--- config.mk ---
export PLATFORM = sky130hd
export DESIGN_NAME = alu_to_mem
export DESIGN_NICKNAME = d
export VERILOG_FILES = /design/src/rtl/alu_to_mem.sv
export SDC_FILE = /design/constraint.sdc
export NUM_CORES = 1
export LEC_CHECK = 0
export CAP_MARGIN = 20
export CORE_MARGIN = 8
export CORE_UTILIZATION = 34
export DETAILED_ROUTE_END_ITERATION = 8
export PLACE_DENSITY = 0.83
export SETUP_SLACK_MARGIN = 0.4
export SKIP_LAST_GASP = 1
export SYNTH_ARGS = -nofsm -noshare
export SYNTH_HDL_FRONTEND = slang
export SYNTH_SLANG_ARGS = --single-unit
--- constraint.sdc ---
create_clock -name clk -period 0.9 [get_ports clk]
set_clock_uncertainty 0.15 [all_clocks]
set_input_delay 0.18 -clock clk [delete_from_list [all_inputs] [get_ports clk]]
set_output_delay 0.18 -clock clk [all_outputs]
set_load 0.01 [all_outputs]
--- src/rtl/alu_to_mem.sv ---
// alu_to_mem: EX->MEM pipeline register capturing ALU-stage control, destination, result and store data.
module alu_to_mem #(
  parameter int DATA_W = 24,
  parameter int DEST_W = 4
) (
  input  logic              clk,
  input  logic              rst,
  input  logic              writeback_enable,
  input  logic              mem_read_enable,
  input  logic              mem_write_enable,
  input  logic [DEST_W-1:0] instruction_dest,
  input  logic [DATA_W-1:0] alu_result,
  input  logic [DATA_W-1:0] write_data,
  output logic              writeback_enable_out,
  output logic              mem_read_enable_out,
  output logic              mem_write_enable_out,
  output logic [DEST_W-1:0] instruction_dest_out,
  output logic [DATA_W-1:0] alu_result_out,
  output logic [DATA_W-1:0] write_data_out
);
  localparam int W = 3 + DEST_W + 2 * DATA_W;
  // Power-up value of zero makes the outputs a bubble even before any reset.
  logic [W-1:0] stage_q = '0;
  logic [W-1:0] stage_d;
  always_comb begin
    stage_d = rst ? '0 : {writeback_enable, mem_read_enable, mem_write_enable,
                          instruction_dest, alu_result, write_data};
  end
  always_ff @(posedge clk) begin
    stage_q <= stage_d;
  end
  assign {writeback_enable_out, mem_read_enable_out, mem_write_enable_out,
          instruction_dest_out, alu_result_out, write_data_out} = stage_q;
endmodule

After elaboration in Yosys (flattened, before gate mapping)
Index checks and enable logic that the tools add are counted.
Operators by class
  magnitude comparators: 0
  multiply operators: 0
  bitwise gates (word level): 0
  divide/modulo/power cells: 0
  reductions and logical operators: 0
  shifts and indexed selects: 0
  mux-type cells: 0
  add/subtract/negate cells: 0
  equality and inequality tests: 0
Word-level totals
  output and inout port bits: 55
  logic and storage cells: 1
  memory bits (writable): 0
  register bits after elaboration: 55
  memories: 0
  bits in read-only memories: 0
  latch bits: 0
  bits of input ports: 57

Longest topological paths before layout
  word-level depth: 0
  mapped depth: 3
  gate-level depth less buffers: 1

Worst setup path after synthesis
OpenSTA, ideal clock, no wires.
  kind: input to register
  start point: input port rst
  end point: register stage_q[23]
  arrival time: 0.488 ns
  setup slack: 0.148 ns
  cell stages on the path: 3
  cell sequence: buf_6 buf_6 nor2b_1
RTL lines
  start, declared: line 7  | input logic rst,
  end signal, assigned: line 30  | stage_q <= stage_d;
  end, declared: line 23  | logic [W-1:0] stage_q = '0;
No word-level cell between the ends.

Worst setup path in the final report
  start point: register stage_q[8]
  end point: output port write_data_out[8]
RTL lines
  end, declared: line 19  | output logic [DATA_W-1:0] write_data_out
No word-level cell between the ends.

==> reports/metrics.cfg <==
[timing]
fmax_ghz=0.918
setup_ws_ps=-189
min_period_ps=1090
tightest_slew_ps=107
maxSlewViolCount=0
slew_headroom_pct=92.9
hold_viol=0
holdWs_ps=25.8
finalCritPeriodShare_pct=121
setup_violations=55
rsz0062_at_grt=true

[final_layout]
mostFrequentLayoutCell=dlygate4sd2_1
fillCellCount=331
final_nets=295
final_cell_mix=dlygate4sd2_1, buf_6, dfxtp_2, nor2b_4, nor2b_1
final_design_area_no_fill_mm2=0.00330
diodes=0
largest_reg_flops=55
regMostFlops=stage_q
area_growth_pct=106
drive_above_1_share_pct=67.4
top_regs=stage_q x55

[clocking]
cts_buffers=5
clkTransAtPathRegs_ps=100
cts_tree=done
h-tree-depth=2
clockBufferDepth=2
clock_sinks=55
cts_root_buffer=clkbuf_8
post_cts_buffers=0
cts_hold_buffers=0

[critical_path]
slowest_stage=dfxtp_2
critPathCaptureType=primary output
cp-start-kind=register
required_ps=570
max_stage_delay_ps=350
crit_family=flip-flops
path_class=register to primary output
crit_fanout=1
arrival_ps=760
cp_num_buf_inv=1
cp_cell_sequence=buf_6

[synth]
ys_seq_elements=55
synth.distinct_cells=4
syn-cell-area_mm2=0.00160
syn_nets=173
netlist_instances=116
yosysWarnings=0
synth_seq_area_share_pct=68.7
postSynthAreaPerCell_um2=13.8

[global_routing]
grt_pass1_wl_um=7480
grtUsageTotal_pct=13.7
antenna_found_initial=0
grt_max_degree=17
grt_pass1_vias=1351
overflow=0

[route]
ant_nets=0
drt_first_iter_violations=32
wire_per_inst_um=16.9
route.vias.total=1231
vias_per_cell=4.20
totalWireLength_um=4970
route.detailed.drc=0
first_pass_iters=2

[floorplan]
die-area_mm2=0.00717
io_pins=112
die_h_um=84.7
die_x_um=84.7
start_util_pct=34.6
core_mm2=0.00463
rows=25

[pwr]
ir_worst_vdd_v=0.00103
p_leak_nw=1.58
p_total_mw=5.01
powerDensity_mw_per_mm2=1520

[placed_design]
port_buffers=111
placed_area_mm2=0.00280
dp_hpwl_um=3360
globalplace.congestion=0.646
pre_cts_slack_ps=-279

[hold_path]
hold_path.class=input pin to register
min_path_cells=3
min_from=rst
min_to=stage_q[0]$_SDFF_PP0_

[run]
max-cap-violations=0

[run_status]
status=finished, violations left
violations=negative setup slack

[per-stage QoR]
step                TNS [ps]  std cells  util (%)
finish                 -9130        293      71.4
CTS                    -9920        291      68.9
global route          -11110        293      71.4
floorplan                  0        116         -
detailed placement    -18490        277      60.5
global placement      -18020        277      60.5
[cells in the mapped netlist]
| cell | n | area [um2] |
|---|---|---|
| buf_6 | 6 | 67.6 |
| nor2b_1 | 19 | 119 |
| dfxtp_1 | 55 | 1100 |
| nor2b_2 | 36 | 315 |
[kinds of logic after synthesis]
family / synth area share, %
flops: 68.7
simple gates: 27.1
buf+inv: 4.22
[per-layer routing]
layer  vias to the layer above  wire [um]  part of all wire, %  track usage, %
met5                         -          0                    0               0
met3                         7        713                   14            10.4
li1                        588          -                    -               -
met2                        70       2480                   50            23.3
met4                         0         46                 0.93            3.40
met1                       566       1730                   35            12.7
[power breakdown]
part	switching (mW)	internal [mW]
sequential	0.0557	2.59
clock	0.765	0.701
combinational	0.300	0.606
[worst max-delay path by stage]
stage | start | end | slack, ps | cells after the start
3_3_place_gp | stage_q[9]$_SDFF_PP0_ | write_data_out[9] | -280 | 1
2_1_floorplan | rst | stage_q[23]$_SDFF_PP0_ | 160 | 3
5_1_grt | stage_q[9]$_SDFF_PP0_ | write_data_out[9] | -220 | 1
4_1_cts | stage_q[40]$_SDFF_PP0_ | alu_result_out[16] | -190 | 1
3_5_place_dp | stage_q[8]$_SDFF_PP0_ | write_data_out[8] | -280 | 1
6_report | stage_q[8]$_SDFF_PP0_ | write_data_out[8] | -190 | 1
[timing repair]
action                                  4_1_cts  5_1_grt
resized for setup                           366       19
gates cloned                                  6        2
endpoints found under the setup margin      110       65
pin swaps                                     0        0
[final cells by class]
cell class / instances / area, um2 / area share [%]
clock buffer: 7 / 96.3 / 2.92
clock inverter: 1 / 7.51 / 0.227
multi-input combinational: 55 / 624 / 18.9
sequential: 55 / 1160 / 35.2
tap: 54 / 67.6 / 2.04
timing repair buffer: 121 / 1350 / 40.7
Note: power is estimated with default switching activity, not from simulation.
==> RTL edit: new RTL, same settings <==
The parameter `DEST_W` goes from 4 to 6.
--- a/src/rtl/alu_to_mem.sv
+++ b/src/rtl/alu_to_mem.sv
@@ -1,7 +1,7 @@
 // alu_to_mem: EX->MEM pipeline register capturing ALU-stage control, destination, result and store data.
 module alu_to_mem #(
   parameter int DATA_W = 24,
-  parameter int DEST_W = 4
+  parameter int DEST_W = 6
 ) (
   input  logic              clk,
   input  logic              rst,
Interface: changed (resized instruction_dest and instruction_dest_out); port bits go from 112 to 116. The function was not compared with the original's and may differ.
==> RTL edit against the unedited design <==
Total power increased by 11%; sequential cell count increased by 2; the run ends with negative hold slack, negative setup slack left; maximum frequency is 0.19% higher; worst setup slack improved by 0.0020 ns; combinational power is 26% lower; design area shrank 9.9%; critical endpoint is now alu_result_out[1]; global-route usage is 0.19 points lower; synthesized area down 3.1%; worst hold slack got worse by 0.083 ns; non-clock buffer count down 2; wire length shrank 8.5%; first-iteration DRC count decreased by 44%.
==> RTL edit: results (changes against the unedited design) <==
[metrics] nets in the synthesized netlist: 179 (+3.5%)
[metrics] GRT Util Overall: 13.5% (-0.19 points)
[metrics] clock tree buffer depth: 2 (unchanged)
[metrics] average cell area after synthesis: 12.9 um2 (-6.4%)
[metrics] number of buffers added by the clock tree synthesis step: 9 (+4)
[metrics] status: finished, violations left
[metrics] top post-synthesis cells by area: sky130_fd_sc_hd__dfxtp_1 73%, sky130_fd_sc_hd__nor2b_1 23%, sky130_fd_sc_hd__buf_6 2.9%, sky130_fd_sc_hd__buf_2 0.64%
[metrics] gp weighted congestion: 0.658 (+1.8%)
[metrics] Pre-antenna DRT Iters: 4 (+2)
[metrics] vias in the first global route: 1428 (+5.7%)
[metrics] number of warnings issued by yosys: 0 (unchanged)
[metrics] placed cells: 284 (+2.5%)
[metrics] initial antenna violation count: 1 (+1)
[metrics] top flop regs: stage_q (57)
[metrics] Vias: 1216 (-1.2%)
[metrics] violations in the final reports: negative hold slack, negative setup slack
[metrics] share of the yosys chip area belonging to registers: 73.5% (+4.8 points)
[metrics] DPL Wire Length: 3.46 mm (+3.0%)
[metrics] pin count of the biggest net entering global routing: 19 (+2)
[metrics] final setup slack of the worst path: -0.187 ns (+0.00201 ns)
[metrics] Port Buffer Count: 115 (+3.6%)
[metrics] slowest stage delay, CP: 0.33 ns (-0.02 ns)
[metrics] setup violators final: 57 (+3.6%)
[metrics] fraction of final layout cells sized beyond drive strength 1: 50.2% (-17 points)
[metrics] clock slew at reported path FFs: 0.06 ns (-0.04 ns)
[metrics] aggregate negative setup slack: -9.50 ns (-0.370 ns)
[metrics] via-per-instance ratio: 4.03 (-4.2%)
[metrics] worst hold slack after final layout: -0.0572 ns (-0.0830 ns)
[metrics] H-Tree Depth: 3 (+1)
[metrics] Largest register FFs: 57 (+3.6%)
[metrics] starting DRC count in detailed routing: 18 (-44%)
[metrics] maximum net fanout on the critical path: 1 (unchanged)
[metrics] type of the tightest min-delay check: in2reg
[metrics] Post-synth top cells: 57 x sky130_fd_sc_hd__dfxtp_1, 57 x sky130_fd_sc_hd__nor2b_1, 4 x sky130_fd_sc_hd__buf_6, 2 x sky130_fd_sc_hd__buf_2
[metrics] VDD IR max: 1.04 mV (+0.94%)
[metrics] total wire length after detailed routing: 4.55 mm (-8.5%)
[metrics] total leakage power: 1.41 nW (-11%)
[metrics] cell area after placement: 0.00278 mm2 (-0.80%)
[metrics] Async SR Flop Fraction: 0% (unchanged)
[metrics] number of hold violations in the final report: 1 (+1)
[metrics] Rel. slew slack: 92.7% (-0.15 points)
[metrics] global-route wire length before repair: 7.42 mm (-0.74%)
-- RTL edit: power breakdown --
part | total (W) | switching [W] | internal [W] | leakage (nW)
clock | 0.00219 | 0.000897 | 0.00129 | 0.102
sequential | 0.00273 | 0.0000509 | 0.00268 | 0.485
combinational | 0.000669 | 0.000236 | 0.000433 | 0.823
total | 0.00559 | 0.00118 | 0.00440 | 1.41
-- RTL edit: cells by family (layout without fill, tap and decap cells) --
group                  Yosys count  after routing  synth area share [%]
and+or+nand+nor                 57             57                  23.0
buffers and inverters            6            135                  3.55
DFF                             57             57                  73.5
other                            0              1                     0
-- RTL edit: final timing paths --
| path | depth (start not counted) | endpoint | from |
|---|---|---|---|
| max | 1 | alu_result_out[1] | stage_q[25]$_SDFF_PP0_ |
| min | 2 | stage_q[2]$_SDFF_PP0_ | rst |
-- RTL edit: timing repair --
action / in CTS / in global routing
buffers inserted: 0 / 0
gates cloned: 1 / 0
pin swaps: 0 / 0
endpoints found under the setup margin: 114 / 62
endpoints found under the hold margin: 1 / 1
resized for setup: 340 / 18
-- RTL edit: routing by layer --
layer,GRT usage [%],vias up,routed length (um)
met2,23.4,68,2370
met5,0,-,0
met3,6.54,8,464
met1,12.1,531,1610
met4,9.42,0,96
li1,-,609,-
-- RTL edit: stage by stage --
step / power [W] / setup WS, ns
after floorplan: 0.00298 / 0.186
after global placement: 0.00348 / -0.285
after detailed placement: 0.00350 / -0.287
after CTS: 0.00564 / -0.211
after global routing: 0.00583 / -0.215
final: 0.00559 / -0.187
-- RTL edit: cell type report --
class / instances / area [um2]
Clock buffer: 14 / 183
Sequential cell: 57 / 1190
Antenna cell: 1 / 2.50
Timing Repair Buffer: 119 / 1120
Tap cell: 52 / 65.1
Clock inverter: 2 / 10.0
Multi-Input combinational cell: 57 / 407
Fill cell: 358 / 1410
